**src/rtl/otp_pad_bank.sv**
```systemverilog
// otp_pad_bank: LFSR one-time-pad generator feeding an 8-slot FIFO bank with indexed decrypt reads
module otp_pad_bank (
  input  logic       clk,
  input  logic       rst,
  input  logic       seed_load,
  input  logic [7:0] seed,
  input  logic       gen_en,
  output logic       pad_valid,
  input  logic       pad_ready,
  output logic [7:0] pad,
  output logic [2:0] pad_idx,
  input  logic       rd_req,
  input  logic [2:0] rd_idx,
  output logic       rd_ack,
  output logic [7:0] rd_pad,
  output logic       rd_hit,
  output logic       full,
  output logic       empty,
  output logic [3:0] count
);
  logic [7:0] lfsr_q, lfsr_d;
  logic [2:0] wr_ptr_q, wr_ptr_d, rd_ptr_q, rd_ptr_d;
  logic [3:0] count_q, count_d;
  logic [7:0] written_q, written_d;
  logic [7:0] mem_q [8];
  logic       rd_ack_q, rd_hit_q;
  logic [7:0] rd_pad_q;
  logic       gen, cons;
  assign full      = count_q == 4'd8;
  assign empty     = count_q == 4'd0;
  assign count     = count_q;
  assign pad_valid = ~empty;
  assign pad       = mem_q[rd_ptr_q];
  assign pad_idx   = rd_ptr_q;
  assign rd_ack    = rd_ack_q;
  assign rd_pad    = rd_pad_q;
  assign rd_hit    = rd_hit_q;
  assign gen       = gen_en & ~full & ~seed_load;
  assign cons      = pad_ready & ~empty & ~seed_load;
  // Next state: seed_load flushes the bank; otherwise generate and consume update pointers and count
  always_comb begin
    lfsr_d    = seed_load ? ((seed == 8'h00) ? 8'h01 : seed)
              : gen ? {lfsr_q[6:0], lfsr_q[7] ^ lfsr_q[5] ^ lfsr_q[4] ^ lfsr_q[3]} : lfsr_q;
    wr_ptr_d  = seed_load ? 3'd0 : wr_ptr_q + {2'b0, gen};
    rd_ptr_d  = seed_load ? 3'd0 : rd_ptr_q + {2'b0, cons};
    count_d   = seed_load ? 4'd0 : count_q + {3'b0, gen} - {3'b0, cons};
    written_d = seed_load ? 8'h00 : written_q | (gen ? (8'h01 << wr_ptr_q) : 8'h00);
  end
  // Control state and the registered decrypt read port; reads sample the array before this edge's write
  always_ff @(posedge clk) begin
    if (rst) begin
      lfsr_q    <= 8'h01;
      wr_ptr_q  <= 3'd0;
      rd_ptr_q  <= 3'd0;
      count_q   <= 4'd0;
      written_q <= 8'h00;
      rd_ack_q  <= 1'b0;
      rd_pad_q  <= 8'h00;
      rd_hit_q  <= 1'b0;
    end else begin
      lfsr_q    <= lfsr_d;
      wr_ptr_q  <= wr_ptr_d;
      rd_ptr_q  <= rd_ptr_d;
      count_q   <= count_d;
      written_q <= written_d;
      rd_ack_q  <= rd_req;
      if (rd_req) begin
        rd_pad_q <= mem_q[rd_idx];
        rd_hit_q <= written_q[rd_idx];
      end
    end
  end
  // Pad array has no reset; the written bitmap decides whether a slot counts as a hit
  always_ff @(posedge clk) begin
    if (!rst && gen) mem_q[wr_ptr_q] <= lfsr_q;
  end
endmodule

```
**config.mk**
```make
export PLATFORM = sky130hd
export DESIGN_NAME = otp_pad_bank
export DESIGN_NICKNAME = d
export VERILOG_FILES = /design/src/rtl/otp_pad_bank.sv
export SDC_FILE = /design/constraint.sdc
export NUM_CORES = 1
export LEC_CHECK = 0
export CAP_MARGIN = 40
export CELL_PAD_IN_SITES_DETAIL_PLACEMENT = 1
export CELL_PAD_IN_SITES_GLOBAL_PLACEMENT = 1
export CORE_MARGIN = 2
export CORE_UTILIZATION = 51
export CTS_BUF_LIST = sky130_fd_sc_hd__clkbuf_16
export DETAILED_ROUTE_END_ITERATION = 10
export PLACE_DENSITY = 0.82
export SETUP_SLACK_MARGIN = 0.1
export SYNTH_ARGS = -nofsm -noshare
export SYNTH_HDL_FRONTEND = slang
export SYNTH_SLANG_ARGS = --single-unit
```
**constraint.sdc**
```tcl
create_clock -name clk -period 6.6 [get_ports clk]
set_input_delay 0.99 -clock clk [delete_from_list [all_inputs] [get_ports clk]]
set_output_delay 0.99 -clock clk [all_outputs]
set_load 0.05 [all_outputs]
```
After elaboration in Yosys (flattened, before gate mapping). Memories as Yosys holds them, arrays and structs flattened. A register that Yosys moved wholly into a read port is not among the register bits. Index checks and enable logic that the tools add are counted.

$add $sub $neg: 4. Reductions and logical operators: 6. Equal/unequal tests: 1. Mux-type cells: 9. Order comparisons: 1. Shift operators: 1. Bitwise logic cells: 11.

Operators by type and width (count): $mux 8 (4); $logic_not 8->1 (1); $or 8x8->8 (1); $shl 1x3->8 const A (1); $add 3x1->3 (2); $add 4x1->4 (1); $and 1x1->1 (4); $eq 4x4->1 const B (1); $logic_not 4->1 (1); $lt 3x4->1 const B (1); $sub 4x1->4 (1); $bmux 1 s3 (1); $mux 1 (3); $mux 3 (1); $not 1->1 (3); $xor 1x1->1 (3); $reduce_bool 2->1 (1); $reduce_or 2->1 (1); $logic_and 1x1->1 (1); $logic_not 1->1 (1).

Output and inout bits: 28. Bits of input ports: 17. Register bits: 28. Memory bits (writable): 64. Memories kept: 1. Word-level logic and storage cells: 41.

Memories: mem_q (words 8, bits a word 8, read ports 2, clocked after Yosys merged registers in 2, wr ports 1, line 25) `logic [7:0] mem_q [8];`.

Longest topological paths before layout.
Word-level depth: 7. Mapped depth: 12. Gate-level depth less buffers: 12.

Least setup slack after synthesis. No wires, ideal clock.

Path kind: flip-flop to flip-flop. Start: reg count_q[2], in the netlist count[2]. End: reg count_q[1], in the netlist count[1]. Setup time: 115 ps. Clock period less this slack: 3137 ps. Data required time: 6485 ps. Buffers on the path: 0. Cell stages (with the launch flop): 11. Arrival: 3022 ps. Slack: 3463 ps. Path through: dfxtp_1 inv_1 ha_1 nand2_1 inv_1 nor3b_1 ha_1 inv_1 ha_1 fa_1 and2_1.

Elaborated cells between the ends (all ways): 10. Those cells by class: 2 x add/sub; 1 x eq/ne; 6 x bitwise; 1 x reduce/logical.

RTL lines: start: declaration (line 23) `logic [3:0] count_q, count_d;`; start signal: assignment (line 64) `count_q <= count_d;`; $logic_not 4->1 (line 30) `assign empty = count_q == 4'd0;`; $not 1->1; named net pad_valid (line 8) `output logic pad_valid,`; $and 1x1->1 (2 in series) (line 39) `assign cons = pad_ready & ~empty & ~seed_load;`; $sub 4x1->4 (line 46) `count_d = seed_load ? 4'd0 : count_q + {3'b0, gen} - {3'b0, cons};`.

The timed path passes the listed nets, and every way through them passes these cells. A chain may end at the register's enable or synchronous reset.

==> impl_metrics.ini <==
[logic_synthesis]
synth_commonest_cells = edfxtp_1 (64), dfxtp_1 (36), nor3_1 (24), mux4_2 (21), nor2_1 (16)
synth_top_area_frac = 0.423
synth_cells = 293
syn_avg_cell_area_um2 = 15.5
yosysTopAreaCell = edfxtp_1
synth.net_count = 321
ys_ff_latch = 100
synthMostInstantiatedCell = edfxtp_1
synth_edf_count = 64
yosysUniqueCellTypes = 39
yosysSeqAreaShare = 0.581
synthesis.area_um2 = 4550
async_reset_ff_frac = 0
netlist_top_cells_area = edfxtp_1 (42%), dfxtp_1 (16%), mux4_2 (10%)
synth_ff_type = edfxtp_1
yosysWarnings = 0

[worst_setup_path]
regToRegStartpoint = count[2]$_SDFF_PP0_
start_kind = register
path_delay_family = buffers and inverters
critPathKind = reg2out
path_buf_inv = 2
reg2reg_setup_slack_ps = 4100
crit_chain = buf_16 -> mux4_1 -> mux2_2 -> clkdlybuf4s50_1
required_ps = 5610
crit_fanout = 14
end_kind = output port
critical_path.max_stage_delay_ps = 720
slowest_stage = clkdlybuf4s50_1
r2r_cells = 6
reg2reg_to = mem_q[1][3]$_DFFE_PP_
cp.arrival_ps = 2730

[grt]
grt_pass1_vias = 3040
grt_use_total = 0.240
antenna_found_initial = 0
globalRouteOverflowTotal = 0
grt_pass1_wl_um = 17400
grt_max_degree = 29

[clock_network]
cts-root-buf = clkbuf_16
cts-resized-gates = 0
clk_latency_ps = 350
numClockSinks = 100
cts_tree = yes
clk_path_buf_depth = 2
cts_made_buffers = 9
post_cts_buffers = 0
cts_hold_buf = 0
clk_pin_slew_ps = 70
htreeDepth = 3

[floorplan]
die_h_um = 98.4
num_rows = 34
io_pins = 45
die_area_um2 = 9680
core_area_um2 = 8680
fp.dieW_um = 98.4
start_util = 0.524

[placement]
gp_congestion = 0.800
place_area_um2 = 5110
hpwl_um = 7320
numPortBuffers = 44

[sta]
hold_slack_ps = 478
tightest_slew_ps = 940
clock.fmax_ghz = 0.269
hold_viol_final = 0
drv_slew = 0
tns_ps = 0
fin_skew_ps = 10.4
fin_crit_sh = 0.563
setup_viol_count_final = 0
slew_headroom = 0.371
rsz0062_at_grt = false
period_needed_ps = 3720

[routing]
vias = 2774
first_pass_iters = 4
via_per_inst = 6.14
ant_nets = 0
detail_route.wirelength_um = 10900
drc_errors = 0
drtIter0Drc = 155
wl_per_cell_um = 24.1

[cells_and_area]
nFillCells = 825
nNetsFinal = 367
drive_above_1_share = 0.198
antenna_cells = 0
syn_to_final_growth_pct = 19.6
design_area_um2 = 5440

[job]
cap_violations = 0

[worst_hold_path]
holdPathStages = 2
hold_start = rd_pad[0]$_SDFFE_PP0P_
hp-class = reg2reg
hold-path-endpoint = rd_pad[0]$_SDFFE_PP0P_

[outcome]
status = finished clean

[pwr]
powerDensity_nw_per_um2 = 258
vdd_ir_drop_max_mv = 0.140
total_leakage_power_uw = 0.00195
## tightest hold or removal path, stage by stage, from the launching register on
cell and delay [ps]:
dfxtp_1 310, nor2_1 80, nor3_1 50
## cell usage in the layout (no fill, tap or decap), types with 2 or more instances in the layout
cell type	n
a211oi_1	7
a21o_1	8
a21oi_1	2
and2_1	6
and3_2	7
buf_4	5
buf_6	2
bufinv_16	2
clkbuf_16	9
clkdlybuf4s50_1	44
clkinv_2	2
dfxtp_1	36
edfxtp_1	64
ha_1	10
inv_1	8
mux2_2	8
mux4_1	13
mux4_2	21
nand2_1	6
nand4b_1	2
nor2_1	16
nor2b_1	8
nor3_1	21
nor3_2	4
o22ai_1	9
xnor2_1	6
## logic make-up after synthesis
group	share of synthesized area
simple gates	0.0963
xor+xnor	0.0135
fa+ha+maj	0.0319
mux	0.199
compound gates	0.0440
flops	0.581
buf+inv	0.0339
## final cells by class
cell class | count | area, um^2 | area share
flip-flops and latches | 100 | 2640 | 0.486
multi-input cells | 167 | 1770 | 0.326
repair buffers | 53 | 543 | 0.0999
clock buffers | 9 | 225 | 0.0414
well taps | 108 | 135 | 0.0249
clock inverters | 7 | 90.1 | 0.0166
inverters | 8 | 30.0 | 0.00552
## flip-flops by register name (all words and copies together) (netlist names)
| register | flops |
|---|---|
| written_q | 8 |
| lfsr_q | 8 |
| mem_q | 64 |
| rd_hit | 1 |
| wr_ptr_q | 3 |
| rd_ack | 1 |
| pad_idx | 3 |
| rd_pad | 8 |
| count | 4 |
## worst max-delay path by stage
stage / cells past startpoint / end / startpoint / slack (ps)
after global routing: 4 / mem_q[5][3]$_DFFE_PP_ / seed_load / 2550
after floorplan: 10 / count[1]$_SDFF_PP0_ / count[2]$_SDFF_PP0_ / 3460
after detailed placement: 4 / mem_q[7][2]$_DFFE_PP_ / seed_load / 2470
final: 4 / pad[7] / pad_idx[0]$_SDFF_PP0_ / 2880
after global placement: 4 / mem_q[5][1]$_DFFE_PP_ / seed_load / 2680
after CTS: 4 / mem_q[7][4]$_DFFE_PP_ / seed_load / 2730
## metrics by stage
stage          setup WS (ps)  cells  total power [uW]  utilization
2_1_floorplan           3460    293               803            -
3_3_place_gp            2680    429               847        0.580
3_5_place_dp            2470    435               855        0.589
4_1_cts                 2730    451              1410        0.625
5_1_grt                 2550    452              1440        0.626
6_report                2880    452              1400        0.626
## where the power goes
group	switching (uW)	internal [uW]	total (uW)
combinational	81.9	60.4	142
sequential	18.0	680	698
clock	230	331	561
## layer usage
metal | wire length (um) | track usage
met3 | 477 | 0.0376
met2 | 5660 | 0.400
met5 | 0 | 0
met1 | 4440 | 0.312
met4 | 291 | 0.114
Note: power is estimated with default switching activity, not from simulation.
